File: config.mk
export PLATFORM = sky130hd
export DESIGN_NAME = scaler_frame_ctrl
export DESIGN_NICKNAME = d
export VERILOG_FILES = /design/src/rtl/scaler_frame_ctrl.sv
export SDC_FILE = /design/constraint.sdc
export NUM_CORES = 1
export LEC_CHECK = 0
export CAP_MARGIN = 20
export CORE_AREA = 4 4 256 158
export DETAILED_ROUTE_END_ITERATION = 6
export DIE_AREA = 0 0 260 162
export RECOVER_POWER = 50
export SYNTH_ARGS = -nofsm -noshare
export SYNTH_HDL_FRONTEND = slang
export SYNTH_SLANG_ARGS = --single-unit
File: constraint.sdc
create_clock -name clk -period 5.9 [get_ports clk]
set_input_delay 1.18 -clock clk [delete_from_list [all_inputs] [get_ports clk]]
set_output_delay 1.18 -clock clk [all_outputs]
set_load 0.01 [all_outputs]
File: src/rtl/scaler_frame_ctrl.sv
// rtl/scaler_frame_ctrl.sv - frame-boundary config sequencer and 16.16 scale divider for a video scaler
//
// Ports:
//   clk, rst_n                      clock, asynchronous active-low reset
//   cfg_valid / cfg_ready           configuration handshake
//   cfg_src_w/h, cfg_dst_w/h        requested source and destination dimensions
//   sof_in                          scaler input start-of-frame beat accepted
//   eol_in                          scaler input end-of-line beat accepted
//   out_eof_in                      last output beat of the frame accepted by the sink
//   scaler_en                       scaler may accept input
//   src_w/h, dst_w/h                active dimensions
//   scale_x, scale_y                active 16.16 scale factors (src/dst)
//   busy                            controller is not idle in READY
//   cfg_err                         one-cycle pulse: config with a zero field was dropped
//   seq_err                         one-cycle pulse: unexpected start-of-frame
//   frame_cnt                       number of completed output frames (wraps)

module scaler_frame_ctrl #(
    parameter int unsigned DEF_W = 1920,
    parameter int unsigned DEF_H = 1080
) (
    input  logic        clk,
    input  logic        rst_n,
    input  logic        cfg_valid,
    output logic        cfg_ready,
    input  logic [15:0] cfg_src_w,
    input  logic [15:0] cfg_src_h,
    input  logic [15:0] cfg_dst_w,
    input  logic [15:0] cfg_dst_h,
    input  logic        sof_in,
    input  logic        eol_in,
    input  logic        out_eof_in,
    output logic        scaler_en,
    output logic [15:0] src_w,
    output logic [15:0] src_h,
    output logic [15:0] dst_w,
    output logic [15:0] dst_h,
    output logic [31:0] scale_x,
    output logic [31:0] scale_y,
    output logic        busy,
    output logic        cfg_err,
    output logic        seq_err,
    output logic [15:0] frame_cnt
);

    localparam logic [15:0] DEF_W16   = 16'(DEF_W);
    localparam logic [15:0] DEF_H16   = 16'(DEF_H);
    localparam logic [31:0] UNITY     = 32'h0001_0000;

    typedef enum logic [2:0] {
        READY,
        DIV_X,
        DIV_Y,
        ACTIVE,
        DRAIN
    } state_t;

    state_t      state;
    logic        pending;

    // Shadow copy of the most recently accepted config; the active outputs
    // are only rewritten from here at the end of DIV_Y, so they never mix.
    logic [15:0] sh_src_w;
    logic [15:0] sh_src_h;
    logic [15:0] sh_dst_w;
    logic [15:0] sh_dst_h;
    logic [31:0] sx_tmp;

    // Restoring divider: div_q starts as the dividend and fills with quotient bits.
    logic [31:0] div_q;
    logic [15:0] div_r;
    logic [4:0]  div_cnt;

    logic [15:0] line_cnt;

    logic        cfg_fire;
    logic        cfg_zero;
    logic        cfg_ok;
    logic [15:0] div_divisor;
    logic [16:0] div_trial;
    logic        div_ge;
    logic [15:0] div_sub;
    logic [15:0] div_r_nxt;
    logic [31:0] div_q_nxt;
    logic [15:0] line_cnt_inc;

    assign cfg_ready = !pending && (state != DIV_X) && (state != DIV_Y);
    assign cfg_fire  = cfg_valid && cfg_ready;
    assign cfg_zero  = (cfg_src_w == 16'd0) || (cfg_src_h == 16'd0) ||
                       (cfg_dst_w == 16'd0) || (cfg_dst_h == 16'd0);
    assign cfg_ok    = cfg_fire && !cfg_zero;

    // One quotient bit per cycle. The partial remainder is always below the
    // divisor, so the subtraction result fits in 16 bits whenever it is taken.
    assign div_divisor  = (state == DIV_X) ? sh_dst_w : sh_dst_h;
    assign div_trial    = {div_r, div_q[31]};
    assign div_ge       = div_trial >= {1'b0, div_divisor};
    assign div_sub      = div_trial[15:0] - div_divisor;
    assign div_r_nxt    = div_ge ? div_sub : div_trial[15:0];
    assign div_q_nxt    = {div_q[30:0], div_ge};
    assign line_cnt_inc = line_cnt + 16'd1;

    always_ff @(posedge clk or negedge rst_n) begin
        if (!rst_n) begin
            state     <= READY;
            pending   <= 1'b0;
            sh_src_w  <= DEF_W16;
            sh_src_h  <= DEF_H16;
            sh_dst_w  <= DEF_W16;
            sh_dst_h  <= DEF_H16;
            sx_tmp    <= 32'd0;
            div_q     <= 32'd0;
            div_r     <= 16'd0;
            div_cnt   <= 5'd0;
            line_cnt  <= 16'd0;
            frame_cnt <= 16'd0;
            src_w     <= DEF_W16;
            src_h     <= DEF_H16;
            dst_w     <= DEF_W16;
            dst_h     <= DEF_H16;
            scale_x   <= UNITY;
            scale_y   <= UNITY;
            scaler_en <= 1'b1;
            busy      <= 1'b0;
            cfg_err   <= 1'b0;
            seq_err   <= 1'b0;
        end else begin
            cfg_err <= cfg_fire && cfg_zero;
            seq_err <= 1'b0;

            // cfg_ok can only occur outside DIV_X/DIV_Y with nothing pending,
            // so the shadow is never overwritten while it is being used.
            if (cfg_ok) begin
                sh_src_w <= cfg_src_w;
                sh_src_h <= cfg_src_h;
                sh_dst_w <= cfg_dst_w;
                sh_dst_h <= cfg_dst_h;
            end

            case (state)
                READY: begin
                    if (sof_in) begin
                        // A frame starting takes priority; a config arriving in
                        // the same cycle waits for the end of that frame.
                        state     <= ACTIVE;
                        line_cnt  <= 16'd0;
                        busy      <= 1'b1;
                        if (cfg_ok) begin
                            pending <= 1'b1;
                        end
                    end else if (cfg_ok) begin
                        div_q     <= {cfg_src_w, 16'h0000};
                        div_r     <= 16'd0;
                        div_cnt   <= 5'd0;
                        state     <= DIV_X;
                        scaler_en <= 1'b0;
                        busy      <= 1'b1;
                    end
                end

                DIV_X: begin
                    if (sof_in) begin
                        seq_err <= 1'b1;
                    end
                    div_q   <= div_q_nxt;
                    div_r   <= div_r_nxt;
                    div_cnt <= div_cnt + 5'd1;
                    if (div_cnt == 5'd31) begin
                        sx_tmp  <= div_q_nxt;
                        div_q   <= {sh_src_h, 16'h0000};
                        div_r   <= 16'd0;
                        div_cnt <= 5'd0;
                        state   <= DIV_Y;
                    end
                end

                DIV_Y: begin
                    if (sof_in) begin
                        seq_err <= 1'b1;
                    end
                    div_q   <= div_q_nxt;
                    div_r   <= div_r_nxt;
                    div_cnt <= div_cnt + 5'd1;
                    if (div_cnt == 5'd31) begin
                        src_w     <= sh_src_w;
                        src_h     <= sh_src_h;
                        dst_w     <= sh_dst_w;
                        dst_h     <= sh_dst_h;
                        scale_x   <= sx_tmp;
                        scale_y   <= div_q_nxt;
                        state     <= READY;
                        scaler_en <= 1'b1;
                        busy      <= 1'b0;
                    end
                end

                ACTIVE: begin
                    if (sof_in) begin
                        seq_err  <= 1'b1;
                        line_cnt <= 16'd0;
                    end else if (eol_in) begin
                        line_cnt <= line_cnt_inc;
                        if (line_cnt_inc == src_h) begin
                            state     <= DRAIN;
                            scaler_en <= 1'b0;
                        end
                    end
                    if (cfg_ok) begin
                        pending <= 1'b1;
                    end
                end

                DRAIN: begin
                    if (sof_in) begin
                        seq_err <= 1'b1;
                    end
                    if (out_eof_in) begin
                        frame_cnt <= frame_cnt + 16'd1;
                        if (pending) begin
                            pending <= 1'b0;
                            div_q   <= {sh_src_w, 16'h0000};
                            div_r   <= 16'd0;
                            div_cnt <= 5'd0;
                            state   <= DIV_X;
                        end else if (cfg_ok) begin
                            // Config accepted on the very cycle the frame ends.
                            div_q   <= {cfg_src_w, 16'h0000};
                            div_r   <= 16'd0;
                            div_cnt <= 5'd0;
                            state   <= DIV_X;
                        end else begin
                            state     <= READY;
                            scaler_en <= 1'b1;
                            busy      <= 1'b0;
                        end
                    end else if (cfg_ok) begin
                        pending <= 1'b1;
                    end
                end

                default: begin
                    state     <= READY;
                    scaler_en <= 1'b1;
                    busy      <= 1'b0;
                end
            endcase
        end
    end

endmodule
==> out/qor.csv, run 1 <==
stage;metric;value;unit
sta;slew_viol_final;135;
cts;cts_made_buffers;31;
logic_synthesis;synth_top_cell_area_share;49.3;%
detailed_routing;wl_per_cell;19.8;µm
sta;fin_skew;0.0166;ns
grt;grt.busiest_layer;met2;
sta;fmax;239;MHz
grt;grt_max_degree;111;
cts;h-tree-depth;1;
logic_synthesis;synth_cells;1232;
sta;setup_viol;0;
place;post-place-cells;1925;
cts;clock_path_buffers;3;
floorplanning;fp-row-count;56;
setup_path;cp-end-kind;register;
detailed_routing;ant_nets;0;
worst_hold_path;hold_depth;2;
power;ir_drop;0.000246;V
setup_path;cp_max_fo;14;
final_layout;final_common_cell;dfrtp_1;
logic_synthesis;synth-main-ff-cell;dfrtp_1;
final_layout;drive_above_1_share;20.3;%
setup_path;rrSetupSlack;1.72;ns
cts;cts_root_buffer;clkbuf_16;
sta;finalCriticalPeriod;4.18;ns
logic_synthesis;yosys.area.top_type;dfrtp_1;
detailed_routing;vias;10500;
logic_synthesis;ys_types;67;
final_layout;instances_no_fill;1986;
floorplanning;io_pins;219;
grt;grt_util_met2;28.4;%
sta;grt_setup_unrepaired;false;
cts;cts_resized;0;
worst_hold_path;min_to;sx_tmp[10];
sta;tns;0;ns
detailed_routing;drtIter0Drc;958;
logic_synthesis;syn_nets;1323;
logic_synthesis;ys_seq_area_share;55.7;%
setup_path;crit_type;reg2reg;
cts;clock_latency;0.56;ns
floorplanning;die_w;260;µm
grt;grt_pass1_vias;10600;
outcome;violations;max-capacitance violations, max-slew violations;
setup_path;startpoint;state[0];
final_layout;final_nets;1528;
cts;cts_tree;done;
logic_synthesis;ys_top_cells_by_area;dfrtp_1 49%, mux2_2 14%, dfstp_2 6.4%, nand2_1 5.1%, o21ai_0 2.4%;
floorplanning;start_util;37.3;%
power;power.density;494;nW/µm²
detailed_routing;via_per_inst;5.27;
final_layout;final_cell_mix;282 x dfrtp_1, 194 x nand2_1, 180 x clkdlybuf4s50_1;
floorplanning;fp.dieArea;42100;µm²
setup_path;cp_slowest_cell;dfrtp_1;
worst_hold_path;hp-start;sx_tmp[10];
setup_path;worstReg2RegEnd;div_r[12];
logic_synthesis;synth_enable_flop_cells;0;
logic_synthesis;synthArstFlopShare;100;%
cts;cts.sinks;317;
grt;grt.met3_usage;3.10;%
floorplanning;fp.coreArea;38300;µm²
setup_path;crit_chain;inv_2 -> nor3_4 -> buf_4 -> mux2_2 -> ha_1 -> fa_1 -> nand2b_1 -> a21oi_1 -> a221o_1 -> a21oi_1 -> o21ai_0 -> a21oi_1 -> xor2_1 -> o31ai_1;
cts;hold_buffers;0;
final_layout;fillCellCount;3483;
setup_path;crit_buf_inv;2;
logic_synthesis;yosys_warnings;0;
place;gp_congestion;0.917;
setup_path;crit_required;6.36;ns
power;total_leakage_power;8.22;nW
detailed_routing;drc;0;
final_layout;syn2layout_area_growth;26.7;%
logic_synthesis;syn_area;14300;µm²
detailed_routing;routed_wl;39300;µm
setup_path;arrival;4.64;ns
worst_hold_path;hold_path.class;reg2reg;
setup_path;reg2reg_from;state[0];
setup_path;crit_path_max_incr_delay;0.61;ns
grt;grt-ovfl-total;0;
place;dpl.hpwl;27700;µm
outcome;outcome;complete, but fails checks;
logic_synthesis;synth_area_per_cell;11.6;µm²
grt;grt_use_total;18.3;%
floorplanning;die_h;162;µm
logic_synthesis;yosys_register_bits;317;
setup_path;startpoint_type;register;
grt;grt_util_met1;27.4;%
detailed_routing;drtPass1Iterations;5;
sta;tightestPinTransition;2.66;ns
setup_path;reg2reg_depth;14;
grt;antenna_found_initial;3;
cts;clkSlewWorstSetupHoldPaths;0.07;ns
sta;max_slew_margin;-77.1;%
sta;hold_viol_final;0;
run;maxCapViolations;2;
place;io_buffers;218;
sta;period_share;70.8;%
cts;cts_setup_buffers;0;
grt;grt_pass1_wl;62000;µm
setup_path;cp_common_cell;a21oi_1;
setup_path;critical-path-top-delay-family;compound AO/OA/AOI/OAI gates;
==> metal layers <==
| metal | wire, µm | vias up |
|---|---|---|
| li1 | - | 4863 |
| met1 | 18700 | 5267 |
| met3 | 2070 | 36 |
| met2 | 17800 | 309 |
| met5 | 0 | - |
| met4 | 625 | 0 |
==> worst register-to-register path: cells and delay by family, from the launching register on <==
family	cells	cell delay, ns
AOI/OAI and AO/OA	6	1.13
and+or+nand+nor	2	0.77
DFF	1	0.61
adders and majority gates	2	0.61
buffers and inverters	2	0.48
muxes	1	0.34
xor gates and xnor gates	1	0.15
==> Yosys cell counts, drive strengths merged (2+ instances only) <==
| cell type | count |
|---|---|
| and2 | 4 |
| nand3 | 29 |
| buf | 24 |
| dfrtp | 282 |
| a31oi | 3 |
| ha | 20 |
| o21ai | 73 |
| a22oi | 2 |
| a32oi | 6 |
| clkbuf | 41 |
| xor2 | 22 |
| and3 | 15 |
| o211ai | 3 |
| o311ai | 9 |
| nor3 | 12 |
| nand2 | 194 |
| mux2 | 178 |
| xnor2 | 26 |
| o21a | 3 |
| a32o | 2 |
| dfstp | 35 |
| nand4 | 19 |
| a21oi | 45 |
| nor4 | 22 |
| inv | 16 |
| a21o | 18 |
| mux2i | 20 |
| or3 | 2 |
| nand2b | 5 |
| o22ai | 3 |
| nor3b | 2 |
| a222oi | 16 |
| o21bai | 4 |
| a22o | 18 |
| or2 | 2 |
| nor2b | 3 |
| o31ai | 8 |
| nor2 | 26 |
==> area by class of cell <==
cell class / count / area, µm² / share of cell area (%)
Antenna cell: 3 / 7.51 / 0.0414
Clock buffer: 44 / 875 / 4.82
Clock inverter: 13 / 193 / 1.06
Inverter: 17 / 63.8 / 0.352
Multi-Input combinational cell: 833 / 6030 / 33.2
Sequential cell: 317 / 7980 / 44.0
Tap cell: 522 / 653 / 3.60
Timing Repair Buffer: 237 / 2340 / 12.9
==> power breakdown <==
part | leakage, nW | switching (mW) | internal, mW
registers | 4.09 | 0.617 | 2.87
logic | 3.60 | 1.78 | 1.61
clock network | 0.526 | 0.842 | 1.25
==> sequential cells by signal (all words and copies together) (netlist names), 32 cells and up <==
register,count
scale_x,32
sx_tmp,32
scale_y,32
div_q,32
==> through the flow <==
step	setup slack, ns	instance area (µm²)	total power, mW	hold slack, ns	util (%)
final	1.72	18100	8.96	0.470	47.3
after global placement	1.47	17100	6.83	0.456	44.5
after CTS	1.75	18100	9.05	0.474	47.3
after global routing	1.30	18100	9.57	0.485	47.3
after floorplan	2.21	14300	5.59	0.440	-
after detailed placement	1.45	17100	6.91	0.459	44.5
==> worst max path at each step <==
stage          slack, ns   endpoint  cells after the start
2_1_floorplan       2.21   div_r[3]                     14
3_3_place_gp        1.47   div_r[0]                      9
3_5_place_dp        1.45   div_r[1]                      9
4_1_cts             1.75  div_r[12]                     14
5_1_grt             1.30  dst_w[13]                      2
6_report            1.72  div_r[12]                     14
==> logic make-up (layout without fill, tap and decap cells) <==
| group | after synthesis | after routing | synth area share [%] |
|---|---|---|---|
| XOR/XNOR | 48 | 48 | 2.94 |
| multiplexers | 198 | 198 | 15.4 |
| flip-flops | 317 | 317 | 55.7 |
| adder cells (fa/ha/maj) | 21 | 21 | 1.89 |
| buffers and inverters | 82 | 311 | 2.33 |
| AO/OA/AOI/OAI | 226 | 226 | 10.5 |
| AND/OR/NAND/NOR | 340 | 340 | 11.1 |
| other | 0 | 3 | 0 |
No activity file was read; power rests on OpenSTA's default activity.
==> run 2, diff against run 1 <==
==> constraint.sdc (replaced) <==
create_clock -name clk -period 3.92 [get_ports clk]
set_input_delay 0.784 -clock clk [delete_from_list [all_inputs] [get_ports clk]]
set_output_delay 0.784 -clock clk [all_outputs]
set_load 0.01 [all_outputs]
==> run 2 against run 1 <==
Effect of this change:
- the run still ends with max-capacitance violations, max-slew violations left
- maximum frequency grew 21%
- sequential power rose by 49%
- sequential cell count is the same
- clock power rose by 52%
- critical path depth shrank 1
- design area up 0.67%
- first-iteration DRC count is 14% lower
- critical path type unchanged
- highest routed layer is now met5
==> out/qor.csv, run 2 (same netlist as run 1, synthesis figures left out) <==
stage;metric;value;unit;change
setup_path;crit_type;reg2reg;;unchanged
cts;clock_path_buffers;3;;unchanged
setup_path;crit_path_max_incr_delay;0.41;ns;was 0.61 ns
floorplanning;start_util;37.3;%;unchanged
power;power.density;746;nW/µm²;was 494 nW/µm²
grt;grt_pass1_vias;10600;;about the same
cts;cts_setup_buffers;0;;unchanged
setup_path;rrSetupSlack;0.46;ns;was 1.72 ns
power;ir_drop;0.000406;V;was 0.000246 V
detailed_routing;drtIter0Drc;826;;was 958
floorplanning;die_h;162;µm;unchanged
cts;cts.sinks;317;;unchanged
cts;h-tree-depth;2;;was 1
cts;clock_latency;0.52;ns;was 0.56 ns
grt;grt-ovfl-total;0;;unchanged
sta;max_slew_margin;-53.2;%;was -77.1%
setup_path;crit_chain;inv_2 -> nor3_4 -> mux2_2 -> ha_1 -> fa_1 -> nand2b_1 -> a21oi_1 -> a221o_1 -> a21oi_1 -> o21ai_0 -> a21oi_1 -> xor2_1 -> o31ai_1;;was inv_2 -> nor3_4 -> buf_4 -> mux2_2 -> ha_1 -> fa_1 -> nand2b_1 -> a21oi_1 -> a221o_1 -> a21oi_1 -> o21ai_0 -> a21oi_1 -> xor2_1 -> o31ai_1
final_layout;final_common_cell;dfrtp_1;;unchanged
sta;tightestPinTransition;2.30;ns;was 2.66 ns
place;io_buffers;218;;unchanged
sta;slew_viol_final;89;;was 135
setup_path;crit_required;4.34;ns;was 6.36 ns
setup_path;cp_common_cell;a21oi_1;;unchanged
sta;hold_viol_final;0;;unchanged
place;dpl.hpwl;27900;µm;was 27700 µm
run;maxCapViolations;1;;was 2
detailed_routing;routed_wl;39700;µm;was 39300 µm
final_layout;syn2layout_area_growth;27.6;%;was 26.7%
worst_hold_path;hold_depth;1;;was 2
sta;fmax;289;MHz;was 239 MHz
setup_path;arrival;3.87;ns;was 4.64 ns
detailed_routing;drc;0;;unchanged
floorplanning;die_w;260;µm;unchanged
grt;grt_max_degree;90;;was 111
sta;setup_viol;0;;unchanged
floorplanning;fp.coreArea;38300;µm²;unchanged
outcome;violations;max-capacitance violations, max-slew violations;;unchanged
outcome;outcome;complete, but fails checks;;unchanged
setup_path;cp-end-kind;register;;unchanged
grt;grt_pass1_wl;62200;µm;was 62000 µm
setup_path;reg2reg_depth;13;;was 14
sta;tns;0;ns;unchanged
detailed_routing;drtPass1Iterations;6;;was 5
grt;grt_use_total;18.5;%;was 18.3%
final_layout;fillCellCount;3472;;was 3483
setup_path;cp_max_fo;10;;was 14
detailed_routing;wl_per_cell;19.9;µm;was 19.8 µm
setup_path;cp_slowest_cell;fa_1;;was dfrtp_1
cts;clkSlewWorstSetupHoldPaths;0.06;ns;was 0.07 ns
setup_path;startpoint_type;register;;unchanged
floorplanning;fp-row-count;56;;unchanged
cts;cts_resized;0;;unchanged
place;gp_congestion;0.878;;was 0.917
power;total_leakage_power;8.34;nW;was 8.22 nW
grt;antenna_found_initial;2;;was 3
final_layout;final_nets;1541;;was 1528
detailed_routing;vias;10600;;was 10.5k
sta;fin_skew;0.0282;ns;was 0.0166 ns
floorplanning;io_pins;219;;unchanged
worst_hold_path;hold_path.class;reg2reg;;unchanged
final_layout;drive_above_1_share;20.9;%;was 20.3%
detailed_routing;ant_nets;0;;unchanged
cts;cts_tree;done;;unchanged
sta;finalCriticalPeriod;3.46;ns;was 4.18 ns
detailed_routing;via_per_inst;5.30;;was 5.27
sta;holdWs;0.466;ns;was 0.470 ns
cts;cts_root_buffer;clkbuf_16;;unchanged
floorplanning;fp.dieArea;42100;µm²;unchanged
cts;hold_buffers;0;;unchanged
sta;period_share;88.2;%;was 70.8%
sta;grt_setup_unrepaired;false;;unchanged
final_layout;final_cell_mix;282 x dfrtp_1, 194 x nand2_1, 178 x mux2_2;;was 282 x dfrtp_1, 194 x nand2_1, 180 x clkdlybuf4s50_1
cts;cts_made_buffers;34;;was 31
## run 2: power by group
group	leakage (nW)	total [mW]	internal (mW)	switching, mW
sequential	4.09	5.20	4.32	0.883
clock	0.538	3.17	1.82	1.35
combinational	3.71	5.24	2.45	2.79
total	8.34	13.6	8.59	5.02
## run 2: per-stage QoR
stage | instances | utilization [%] | cell area (µm²) | power [mW] | setup slack (ns)
after detailed placement | 1936 | 44.9 | 17200 | 10.5 | 0.319
after floorplan | 1232 | - | 14300 | 8.42 | 0.231
final | 1998 | 47.6 | 18300 | 13.6 | 0.463
after global routing | 1998 | 47.6 | 18300 | 14.5 | 0.150
after CTS | 1997 | 47.8 | 18300 | 13.7 | 0.459
after global placement | 1936 | 44.9 | 17200 | 10.4 | 0.313
## run 2: layout make-up
type | instances | area (µm²) | area share (%)
Inverter | 17 | 63.8 | 0.350
Multi-Input combinational cell | 833 | 6030 | 33.0
Timing Repair Buffer | 247 | 2430 | 13.3
Antenna cell | 1 | 2.50 | 0.0137
Clock inverter | 12 | 118 | 0.644
Clock buffer | 49 | 978 | 5.36
Sequential cell | 317 | 7980 | 43.7
Tap cell | 522 | 653 | 3.58
## run 2: worst max-delay path, delay by kind of cell, from the launching register on
kind | cells | cell delay (ns)
AOI/OAI and AO/OA | 6 | 1.22
adders and majority gates | 2 | 0.61
and+or+nand+nor | 2 | 0.51
muxes | 1 | 0.39
DFF | 1 | 0.35
xor gates and xnor gates | 1 | 0.16
buffers and inverters | 1 | 0.10
## run 2: path summary, 6_finish.rpt
kind,start,end
worst max register to register,state[0],div_r[12]
min in group asynchronous,rst_n,line_cnt[9]
worst min register to register,frame_cnt[15],frame_cnt[15]
max in group asynchronous,rst_n,div_q[23]
worst max-delay path,state[0],div_r[12]
worst min-delay path,frame_cnt[15],frame_cnt[15]
## run 2: layer usage
metal,track usage [%],share of wire (%)
met5,0,0.028
met4,4.90,2.3
met3,4.36,6.3
met2,27.2,44
met1,27.6,48
